<file path="src/rtl/fib_seq_gen.sv">
`default_nettype none
// ============================================================================
// Module   : fib_seq_gen
// Brief    : Fibonacci term generator, advanced by a prescaler or debounced steps.
// Revision : 1.0 - initial release
// ============================================================================
module fib_seq_gen #(
    parameter int WIDTH    = 32,
    parameter int LED_W    = 8,
    parameter int PRESCALE = 50000000,
    parameter int DEBOUNCE = 1000000,
    parameter int SEL_W    = 2
) (
    input  logic             clk,
    input  logic             rst_n,
    input  logic [1:0]       buttons,
    input  logic             clr,
    input  logic             halt_on_ovf,
    input  logic [SEL_W-1:0] led_sel,
    output logic [LED_W-1:0] led,
    output logic [WIDTH-1:0] value,
    output logic             running,
    output logic             ovf,
    output logic             adv
);

    localparam int              c_DB_W    = $clog2(DEBOUNCE + 1);
    localparam logic [c_DB_W-1:0] c_DB_LAST = c_DB_W'(DEBOUNCE - 1);
    localparam int              c_PS_W    = $clog2(PRESCALE);
    localparam logic [c_PS_W-1:0] c_PS_LAST = c_PS_W'(PRESCALE - 1);
    localparam int              c_NSLICE  = 2 ** SEL_W;
    localparam int              c_PAD_W   = LED_W * c_NSLICE;

    logic [1:0]        w_press;
    logic [WIDTH-1:0]  r_a;
    logic [WIDTH-1:0]  r_b;
    logic              r_bc;
    logic              r_running;
    logic              r_ovf;
    logic              r_adv;
    logic [c_PS_W-1:0] r_ps;
    logic [WIDTH:0]    w_sum;
    logic              w_tick;
    logic              w_req;

    // Per button: two-flop synchroniser, stability counter, rising-edge event.
    for (genvar i = 0; i < 2; i++) begin : g_btn
        logic              r_s1;
        logic              r_s2;
        logic              r_db;
        logic [c_DB_W-1:0] r_cnt;

        always_ff @(posedge clk or negedge rst_n) begin
            if (!rst_n) begin
                r_s1  <= 1'b0;
                r_s2  <= 1'b0;
                r_db  <= 1'b0;
                r_cnt <= '0;
            end else begin
                r_s1 <= buttons[i];
                r_s2 <= r_s1;
                if (r_s2 == r_db) begin
                    r_cnt <= '0;
                end else if (r_cnt == c_DB_LAST) begin
                    r_cnt <= '0;
                    r_db  <= r_s2;
                end else begin
                    r_cnt <= r_cnt + c_DB_W'(1);
                end
            end
        end

        assign w_press[i] = r_s2 && !r_db && (r_cnt == c_DB_LAST);
    end

    assign w_sum  = {1'b0, r_a} + {1'b0, r_b};
    assign w_tick = r_running && (r_ps == c_PS_LAST);
    // A toggle press landing on a tick swallows that tick.
    assign w_req  = r_running ? (w_tick && !w_press[1]) : w_press[0];

    always_ff @(posedge clk or negedge rst_n) begin
        if (!rst_n) begin
            r_a       <= '0;
            r_b       <= WIDTH'(1);
            r_bc      <= 1'b0;
            r_running <= 1'b0;
            r_ovf     <= 1'b0;
            r_adv     <= 1'b0;
            r_ps      <= '0;
        end else if (clr) begin
            r_a   <= '0;
            r_b   <= WIDTH'(1);
            r_bc  <= 1'b0;
            r_ovf <= 1'b0;
            r_adv <= 1'b0;
            r_ps  <= '0;
        end else begin
            r_adv <= w_req;
            if (w_press[1]) begin
                r_running <= !r_running;
                r_ps      <= '0;
            end else if (r_running) begin
                r_ps <= w_tick ? '0 : r_ps + c_PS_W'(1);
            end else begin
                r_ps <= '0;
            end

            if (w_req) begin
                if (!r_bc) begin
                    r_a         <= r_b;
                    {r_bc, r_b} <= w_sum;
                end else begin
                    // Carry pending: the next term does not fit in WIDTH bits.
                    r_ovf <= 1'b1;
                    if (halt_on_ovf) begin
                        r_running <= 1'b0;
                    end else begin
                        r_a  <= '0;
                        r_b  <= WIDTH'(1);
                        r_bc <= 1'b0;
                    end
                end
            end
        end
    end

    assign value   = r_a;
    assign running = r_running;
    assign ovf     = r_ovf;
    assign adv     = r_adv;

    logic [c_PAD_W-1:0] w_pad;
    logic [LED_W-1:0]   w_slice [c_NSLICE];

    if (c_PAD_W > WIDTH) begin : g_pad_ext
        assign w_pad = {{(c_PAD_W - WIDTH){1'b0}}, r_a};
    end else if (c_PAD_W == WIDTH) begin : g_pad_eq
        assign w_pad = r_a;
    end else begin : g_pad_trunc
        assign w_pad = r_a[c_PAD_W-1:0];
    end

    for (genvar k = 0; k < c_NSLICE; k++) begin : g_slice
        assign w_slice[k] = w_pad[k*LED_W +: LED_W];
    end

    assign led = w_slice[led_sel];

endmodule
`default_nettype wire

</file>
<file path="config.mk">
export PLATFORM = sky130hd
export DESIGN_NAME = fib_seq_gen
export DESIGN_NICKNAME = d
export VERILOG_FILES = /design/src/rtl/fib_seq_gen.sv
export SDC_FILE = /design/constraint.sdc
export NUM_CORES = 1
export LEC_CHECK = 0
export CAP_MARGIN = 20
export CORE_ASPECT_RATIO = 0.6
export CORE_MARGIN = 2
export CORE_UTILIZATION = 60
export CTS_BUF_LIST = sky130_fd_sc_hd__clkbuf_8 sky130_fd_sc_hd__clkbuf_16
export DETAILED_ROUTE_END_ITERATION = 8
export PLACE_DENSITY = 0.81
export SETUP_SLACK_MARGIN = 0.5
export SLEW_MARGIN = 20
export SYNTH_ARGS = -nofsm -noshare
export SYNTH_HDL_FRONTEND = slang
export SYNTH_SLANG_ARGS = --single-unit
</file>
<file path="constraint.sdc">
create_clock -name clk -period 3.5 [get_ports clk]
set_clock_uncertainty 0.1 [all_clocks]
set_input_delay 0.7 -clock clk [delete_from_list [all_inputs] [get_ports clk]]
set_output_delay 0.7 -clock clk [all_outputs]
set_load 0.02 [all_outputs]
</file>
======== After elaboration in Yosys (flattened, before gate mapping) ========
Index checks and enable logic that the tools add are counted.
W data, S select, Z words.
word-level totals
  register bits after elaboration ......... 140
  input bits .............................. 8
  output and inout port bits .............. 43
  word-level logic and storage cells ...... 77
cells by class
  add/sub/neg operators ................... 4
  order comparisons ....................... 1
  eq/ne operators ......................... 6
  muxes and demuxes ....................... 32
  bitwise operators ....................... 3
  reductions and logical operators ........ 16
operators by type and width
  kind                     number
  $mux W32                 8
  $mux W26                 4
  $mux W20                 4
  $add A20 B1 Y20 const B  2
  $eq A20 B20 Y1 const B   2
  $add A32 B32 Y33         1
  $add A26 B1 Y26 const B  1
  $eq A26 B26 Y1 const B   1
  $bmux W8 S2              1
  $mux W8                  2
  $mux W1                  13
  $reduce_and A2 Y1        4
  $logic_and A1 B1 Y1      6
  $logic_not A1 Y1         4
  $reduce_bool A2 Y1       2
  $ge A3 B3 Y1 const B     1
  $ne A3 B3 Y1 const B     1
  $not A2 Y3               1
  $eq A1 B1 Y1             2
  $not A1 Y1               2

======== Longest topological paths before layout ========
Gate-level depths: netlist (run 1).
  depth after elaboration ................. 8
  gate-level depth with buffers ........... 12
  gate-level depth less buffers ........... 12

======== Worst setup path after synthesis (run 1) ========
No wires, ideal clock.
  kind .................................... register to register
  from .................................... register r_a[0] (netlist: value[0])
  to ...................................... register r_b[26]
  setup time .............................. 0.121 ns
  arrival time ............................ 2.526 ns
  required time ........................... 3.279 ns
  path slack .............................. 0.753 ns
  stages on the path, launching flop included .. 13
  buffers on the path ..................... 0
  period minus slack after synthesis ...... 2.747 ns
  cells stage by stage .................... dfrtp_1 > ha_1 > inv_1 > fa_1 > nor2b_1 > o31ai_1 > a311o_1 > a21o_1 > o21ai_2 > a21boi_1 > o21bai_1 > xnor2_1 > a22o_1
between the ends
  longest elaborated chain between the ends .. 4
RTL lines
  item                    RTL line  source
  from (decl)             35        logic [WIDTH-1:0] r_a;
  from (signal assigned)  110       r_a <= r_b;
  $add A32 B32 Y33        76        assign w_sum = {1'b0, r_a} + {1'b0, r_b};
  $mux W32                109       if (!r_bc) begin
  $mux W32                108       if (w_req) begin
  $mux W32                90        end else if (clr) begin
  to (signal assigned)    111       {r_bc, r_b} <= w_sum;
  to (decl)               36        logic [WIDTH-1:0] r_b;
No other way between the ends. The select of a mux whose other input is x is not followed.
A chain may end at the register's enable or synchronous reset.

======== Final worst setup path (run 1) ========
  from .................................... register r_a[11] (netlist: value[11])
  to ...................................... register r_b[31]
Same word-level chain as after synthesis.

==> results.md, run 1 <==
* Syn. warnings at 0
* Crit-path slowest cell: ha_1
* Max incr delay on CP at between 400 and 500 ps
* Worst-skew pair later-pin latency at between 400 and 500 ps
* Status: finished, final reports clean
* Share of layout cells above drive strength 1 at a little under an eighth
* Final instance area at approximately 0.009 mm^2
* Syn_nets at 839
* Worst slew pin tran at 590 ps
* Slew Limit Fails at 0
* Worst Hold Margin at roughly 150 ps
* DIE AREA at ~0.014 mm^2
* Pre-CTS setup slack at ~260 ps
* Vias at roughly 6500
* HP Class: input pin to asynchronous set/reset pin
* Buf/Inv on CP at 1
* Req. time, crit path at between 3000 and 4000 ps
* Synth top area share at around 45%
* CTS tree: built
* DP HPWL at about 14 mm
* # rows at 32
* Mean Syn Cell Area at a little under 10 um^2
* Fmax at 333 MHz
* DR iter-0 viols at roughly 720
* First-pass GRT wire length at around 32 mm
* Root Buffer: clkbuf_16
* Mapped Area at 0.00772 mm^2
* # setup viols final at 0
* Pwr dens at between 400 and 500 mW/mm^2
* Rel. slew slack at just over 60%
* Multi-input gate area at approximately 0.0041 mm^2
* Initial antenna violation count at 0
* Placed inst area at between 0.008 and 0.009 mm^2
* GP Congestion at 1.04
* Fin. Hold Viols at 0
* Reg2reg start: value[11]
* GRT Residual Overflow at 0
* Die Width at ~150 um
* RSZ-0062 raised after global routing: true
* Sequential cell area at ~0.0035 mm^2
* Vias in the first global route at 6074
* CTS buffer count at 17
* Period Utilization, post-route at a little under nine tenths
* Max FO, Critical Path at 6
* TritonRoute pass-1 iters at 5
* Post-synthesis sequential area ratio at between 40% and 50%
* Post-Syn Instances at 793
* H-tree depth at 4
* EDFF count, synth at 0
* Largest net degree at the start of global routing at about 80
* GRT Total Usage at a little under a third
* Setup WS post-layout at 494 ps
* Family with the most delay on the worst path: compound AO/OA/AOI/OAI gates
* Ports at between 50 and 60
* Core area at ~0.013 mm^2
* Nets at 897
* Fill count at about 840
* Avg WL per Cell at 19.7 um
* Flop-to-flop setup slack at between 400 and 500 ps
* Count leader, synth: dfrtp_1
* Initial Util at slightly above 60%
* WS Path Type: flip-flop to flip-flop
* Ant. Diodes at 0
* Dominant cells by area after synthesis: dfrtp_1 45%, ha_1 6.0%, xor2_1 5.6%, nor2_1 5.2%, nand2_1 4.1%
* Clock sink total at 140
* Port Buffer Count at 50
* Worst-case reg-to-reg path depth at 11
* CP cell instances: ha_1, nand2_1, nor4_2, o221ai_2, nand3_1, a21boi_1, o31a_1, buf_4, o21a_1, a211oi_1, o21ai_1
* Flops & latches, synth at 140
* Die H at approximately 92 um
* Yosys top cell by area: dfrtp_1
* Setup TNS at 0 ps
* Post-route DRC violation count at 0
* Post-DRT Antenna Nets at 0
* WL final at 20.4 mm
* Minimum clock period at approximately 3000 ps
* Clock Path Buffers at 2
* Crit path DAT at 3190 ps
* Max Cap Violations at 0
* Area grow syn2layout at 19.8%
* Reg2reg end: r_b[31]
* Most frequent cells after synthesis: 139 x dfrtp_1, 106 x nor2_1, 85 x nand2_1, 49 x xor2_1, 37 x ha_1
* Via density at 6.26
* VDD IR max at 0.349 mV
* CP endpoint kind: flip-flop
* Setup crit start kind: flip-flop
* Leakage at just over 0.004 uW
* Asr flop ratio synth at 100%
* Primary FF master, synth: dfrtp_1
* Netlist cell types at 63
* Clock-pin transition on the worst setup and hold timing paths at ~60 ps
* Cts hold-fix bufs at 0
[layer usage]
layer,GRT usage (%),share of wire [%],vias up
met2,41.3,43,326
met1,45.2,44,3173
li1,-,-,2936
met4,9.36,2.3,0
met5,0,0,-
met3,10.1,11,43
[flip-flops by register name, indices dropped and copies added, names as in the netlist]
| register | flops |
|---|---|
| r_ps | 26 |
| value | 32 |
| g_btn.r_cnt | 40 |
| r_bc | 1 |
| r_b | 32 |
| g_btn.r_s2 | 2 |
| g_btn.r_s1 | 2 |
| ovf | 1 |
| g_btn.r_db | 2 |
| running | 1 |
| adv | 1 |
[logic make-up after synthesis]
logic type | count (synthesis) | synth area share [%]
AND/OR/NAND/NOR | 297 | 17.7
flip-flops | 140 | 45.4
XOR/XNOR | 84 | 9.53
buffers and inverters | 50 | 2.72
multiplexers | 11 | 2.77
AO/OA/AOI/OAI | 173 | 15.6
adder cells (fa/ha/maj) | 38 | 6.25
[area by class of cell]
type / instances / area share, %
inverters: 15 / 0.609
clock inverters: 12 / 2.11
repair buffers: 74 / 7.52
well taps: 170 / 2.30
flip-flops and latches: 140 / 37.9
clock buffers: 20 / 5.04
multi-input cells: 603 / 44.5
[power breakdown]
| part | internal (uW) | switching, uW | total, uW |
|---|---|---|---|
| clock network | 1320 | 692 | 2010 |
| logic | 30.8 | 89.0 | 120 |
| registers | 1630 | 9.56 | 1640 |
[layout by cell type, fill, tap and decap left out, types with 12 or more instances in the layout]
| cell | Yosys | layout |
|---|---|---|
| xnor2_1 | 35 | 35 |
| and3_1 | 15 | 15 |
| a21o_1 | 12 | 12 |
| dfrtp_1 | 139 | 138 |
| nand4_1 | 13 | 13 |
| nand2_1 | 85 | 85 |
| inv_1 | 15 | 16 |
| ha_1 | 37 | 33 |
| xor2_1 | 49 | 49 |
| a21oi_1 | 28 | 27 |
| clkdlybuf4s50_1 | 0 | 41 |
| a22o_1 | 31 | 31 |
| o21ai_0 | 31 | 30 |
| nor2_1 | 106 | 105 |
| o31ai_1 | 15 | 14 |
| buf_4 | 2 | 21 |
| clkbuf_16 | 0 | 17 |
| nand3_1 | 29 | 29 |
[worst max-delay path by stage]
stage	from	to	slack, ps	cells past startpoint
final	value[11]	r_b[31]	490	11
after global routing	value[11]	r_b[31]	420	11
after CTS	r_b[0]	r_b[28]	470	12
after detailed placement	led_sel[0]	led[5]	260	4
after global placement	led_sel[0]	led[2]	300	4
after floorplan	value[0]	r_b[26]	750	12
[worst register-to-register path, delay by kind of cell, from the launching register on]
| family | cells | cell delay, ps |
|---|---|---|
| AO/OA/AOI/OAI | 6 | 1150 |
| AND/OR/NAND/NOR | 3 | 570 |
| adder cells (fa/ha/maj) | 1 | 450 |
| buffers and inverters | 1 | 170 |
| flip-flops | 1 | 440 |
[timing repair]
item / CTS / global route
gates resized for setup: 16 / 26
pin swaps: 3 / 6
setup buffers: 2 / 10
setup endpoints to repair: 16 / 28
[stage by stage]
step	utilization, %	power (uW)	cells
2_1_floorplan	-	1730	793
3_3_place_gp	66.2	1780	990
3_5_place_dp	66.2	1790	990
4_1_cts	71.8	3780	1024
5_1_grt	72.9	3870	1034
6_report	72.9	3770	1034
(Power assumes the default switching activity.)
==> run 2, diff against run 1 <==
- RECOVER_POWER: default -> 50
==> run 2 against run 1 <==
Net effect: the flow now finishes with violations (max-capacitance violations, max-slew violations); sequential power is essentially flat; first-iteration DRC count shrank 4.5%; combinational power is essentially flat; worst setup slack gained 5.1 ps; utilization shrank 0.15 points; critical path depth is the same; routed wire length grew 0.24%; final cell count is the same; sequential cell count is the same; final area shrank 0.20%; largest cell class unchanged.
==> results.md, run 2 (synthesized netlist as in run 1, its figures left out) <==
* Ports at 51 (unchanged)
* Largest register FFs at 40 (unchanged)
* Initial Util at 60.8% (unchanged)
* Setup crit start kind: flip-flop
* Period Utilization, post-route at 85.8% (-0.15 points)
* Routed wl met2 at 8.68 mm (-0.15%)
* # setup viols final at 0 (unchanged)
* H-tree depth at 4 (unchanged)
* RSZ-0062 raised after global routing: true
* Sequential power share at 43.5% (about the same)
* DR top layer: met4
* Clock power share at 53.4% (about the same)
* Sequential cell area at 0.00351 mm^2 (unchanged)
* Initial antenna violation count at 0 (unchanged)
* Switch share at 21.1% (+0.083 points)
* Comb power frac at 3.1% (about the same)
* CTS buffer count at 17 (unchanged)
* Largest net degree at the start of global routing at 82 (unchanged)
* Reg2reg end: r_b[31]
* Commonest cells after routing, fill and taps aside: 138 x dfrtp_1, 105 x nor2_1, 85 x nand2_1
* Vias in the first global route at 6074 (unchanged)
* GRT Total Usage at 30.2% (unchanged)
* Avg WL per Cell at 19.7 um (+0.24%)
* Nets at 897 (unchanged)
* Port Buffer Count at 50 (unchanged)
* Max Cap Violations at 1 (+1)
* # rows at 32 (unchanged)
* WS Path Type: flip-flop to flip-flop
* DP HPWL at 13.8 mm (unchanged)
* CP endpoint kind: flip-flop
* Vias at 6493 (+0.23%)
* VDD IR max at 0.351 mV (+0.59%)
* Clock sink total at 140 (unchanged)
* Sw power at 794 uW (+0.40%)
* Internal at 2980 uW (-0.10%)
* Minimum clock period at 3000 ps (-5.09 ps)
* Ant. Diodes at 0 (unchanged)
* Flop-to-flop setup slack at 500 ps (about the same)
* Multi-input gate area at 0.00412 mm^2 (unchanged)
* Final instance area at 0.00923 mm^2 (-0.20%)
* Post-route DRC violation count at 0 (unchanged)
* Core area at 0.0127 mm^2 (unchanged)
* DIE AREA at 0.0138 mm^2 (unchanged)
* Area grow syn2layout at 19.6%
* Crit path DAT at 3190 ps (about the same)
* GP Congestion at 1.04 (unchanged)
* Status: finished, violations left
* Root Buffer: clkbuf_16
* Slew Limit Fails at 61 (+61)
* Reg with most FFs: g_btn.r_cnt
* DR iter-0 viols at 687 (-4.5%)
* Share of layout cells above drive strength 1 at 11.7% (-0.12 points)
* CTS tree: built
* Die Width at 150 um (unchanged)
* Hold Startpoint: g_btn[1].r_s1
* Worst-skew pair later-pin latency at 420 ps (about the same)
* Post-DRT Antenna Nets at 0 (unchanged)
* First-pass GRT wire length at 32.1 mm (unchanged)
* Rel. slew slack at -4.29% (-65 points)
* Worst-case reg-to-reg path depth at 11 (unchanged)
* Failing checks: max-capacitance violations, max-slew violations
* Clock Path Buffers at 2 (unchanged)
* Fill count at 846 (+0.36%)
* WL final at 20.4 mm (+0.24%)
* GRT Residual Overflow at 0 (unchanged)
* Hold EP: g_btn[1].r_s2
* DRT met1 WL at 9.21 mm (+2.0%)
* Fmax at 333 MHz (+0.17%)
* Worst slew pin tran at 1560 ps (+975 ps)
* Hold depth at 0
* Fin. Hold Viols at 0 (unchanged)
* Via density at 6.28 (+0.23%)
* Max FO, Critical Path at 6 (unchanged)
* Req. time, crit path at 3690 ps (about the same)
* TritonRoute pass-1 iters at 5 (unchanged)
* Die H at 91.9 um (unchanged)
* Leading cell type in the layout, fill and taps excluded: dfrtp_1
* Clock-pin transition on the worst setup and hold timing paths at 60 ps (about the same)
* Reg2reg start: value[11]
* Setup TNS at 0 ps (unchanged)
* Leakage at 0.00410 uW (-0.20%)
* HP Class: flip-flop to flip-flop
* Met3 WL post-DR at 2.06 mm (-5.9%)
* Placed inst area at 0.00840 mm^2 (unchanged)
* Pwr dens at 408 mW/mm^2 (+0.21%)
==> run 2: critical path, stage by stage, from the launching register on <==
cell	delay (ps)
dfrtp_1	440
ha_1	450
nand2_1	130
nor4_2	280
o221ai_2	200
nand3_1	160
a21boi_1	120
o31a_1	250
buf_4	170
o21a_1	200
a211oi_1	260
o21ai_1	110
==> run 2: timing repair <==
item	CTS	global route
pin swaps	3	6
buffers inserted	2	10
hold buffers	0	0
gates resized for setup	16	26
cloned	0	0
endpoints found under the setup margin	16	28
==> run 2: through the flow <==
stage	power (uW)	util (%)	hold WS (ps)	setup WS [ps]	std cells
floorplan	1730	-	231	753	793
global placement	1780	66.2	245	296	990
detailed placement	1790	66.2	241	257	990
CTS	3780	71.8	179	472	1024
global route	3870	72.8	289	303	1034
finish	3770	72.8	265	499	1034
==> run 2: final cells by class <==
class | instances | share of cell area (%)
multi-input cells | 603 | 44.6
flip-flops and latches | 140 | 38.0
repair buffers | 74 | 7.33
clock buffers | 20 | 5.05
well taps | 170 | 2.30
clock inverters | 12 | 2.11
inverters | 15 | 0.610
==> run 2: worst max-delay path by stage <==
| stage | from | endpoint | cells after the start |
|---|---|---|---|
| detailed placement | led_sel[0] | led[5] | 4 |
| floorplan | value[0] | r_b[26] | 12 |
| CTS | r_b[0] | r_b[28] | 12 |
| global placement | led_sel[0] | led[2] | 4 |
| global route | rst_n | value[0] | 2 |
| finish | value[11] | r_b[31] | 11 |
==> run 2: power by group through the flow <==
| stage | combinational, uW | clock, uW | sequential, uW |
|---|---|---|---|
| 2_1_floorplan | 61.7 | 0 | 1670 |
| 3_3_place_gp | 115 | 0 | 1670 |
| 3_5_place_dp | 120 | 0 | 1670 |
| 4_1_cts | 122 | 2020 | 1640 |
| 5_1_grt | 132 | 2090 | 1640 |
| 6_report | 117 | 2010 | 1640 |
==> run 2: per-layer routing <==
layer  vias to the layer above  global-route usage [%]
met3                        42                    10.1
met2                       329                    41.3
li1                       2931                       -
met1                      3191                    45.2
met5                         -                       0
met4                         0                    9.36
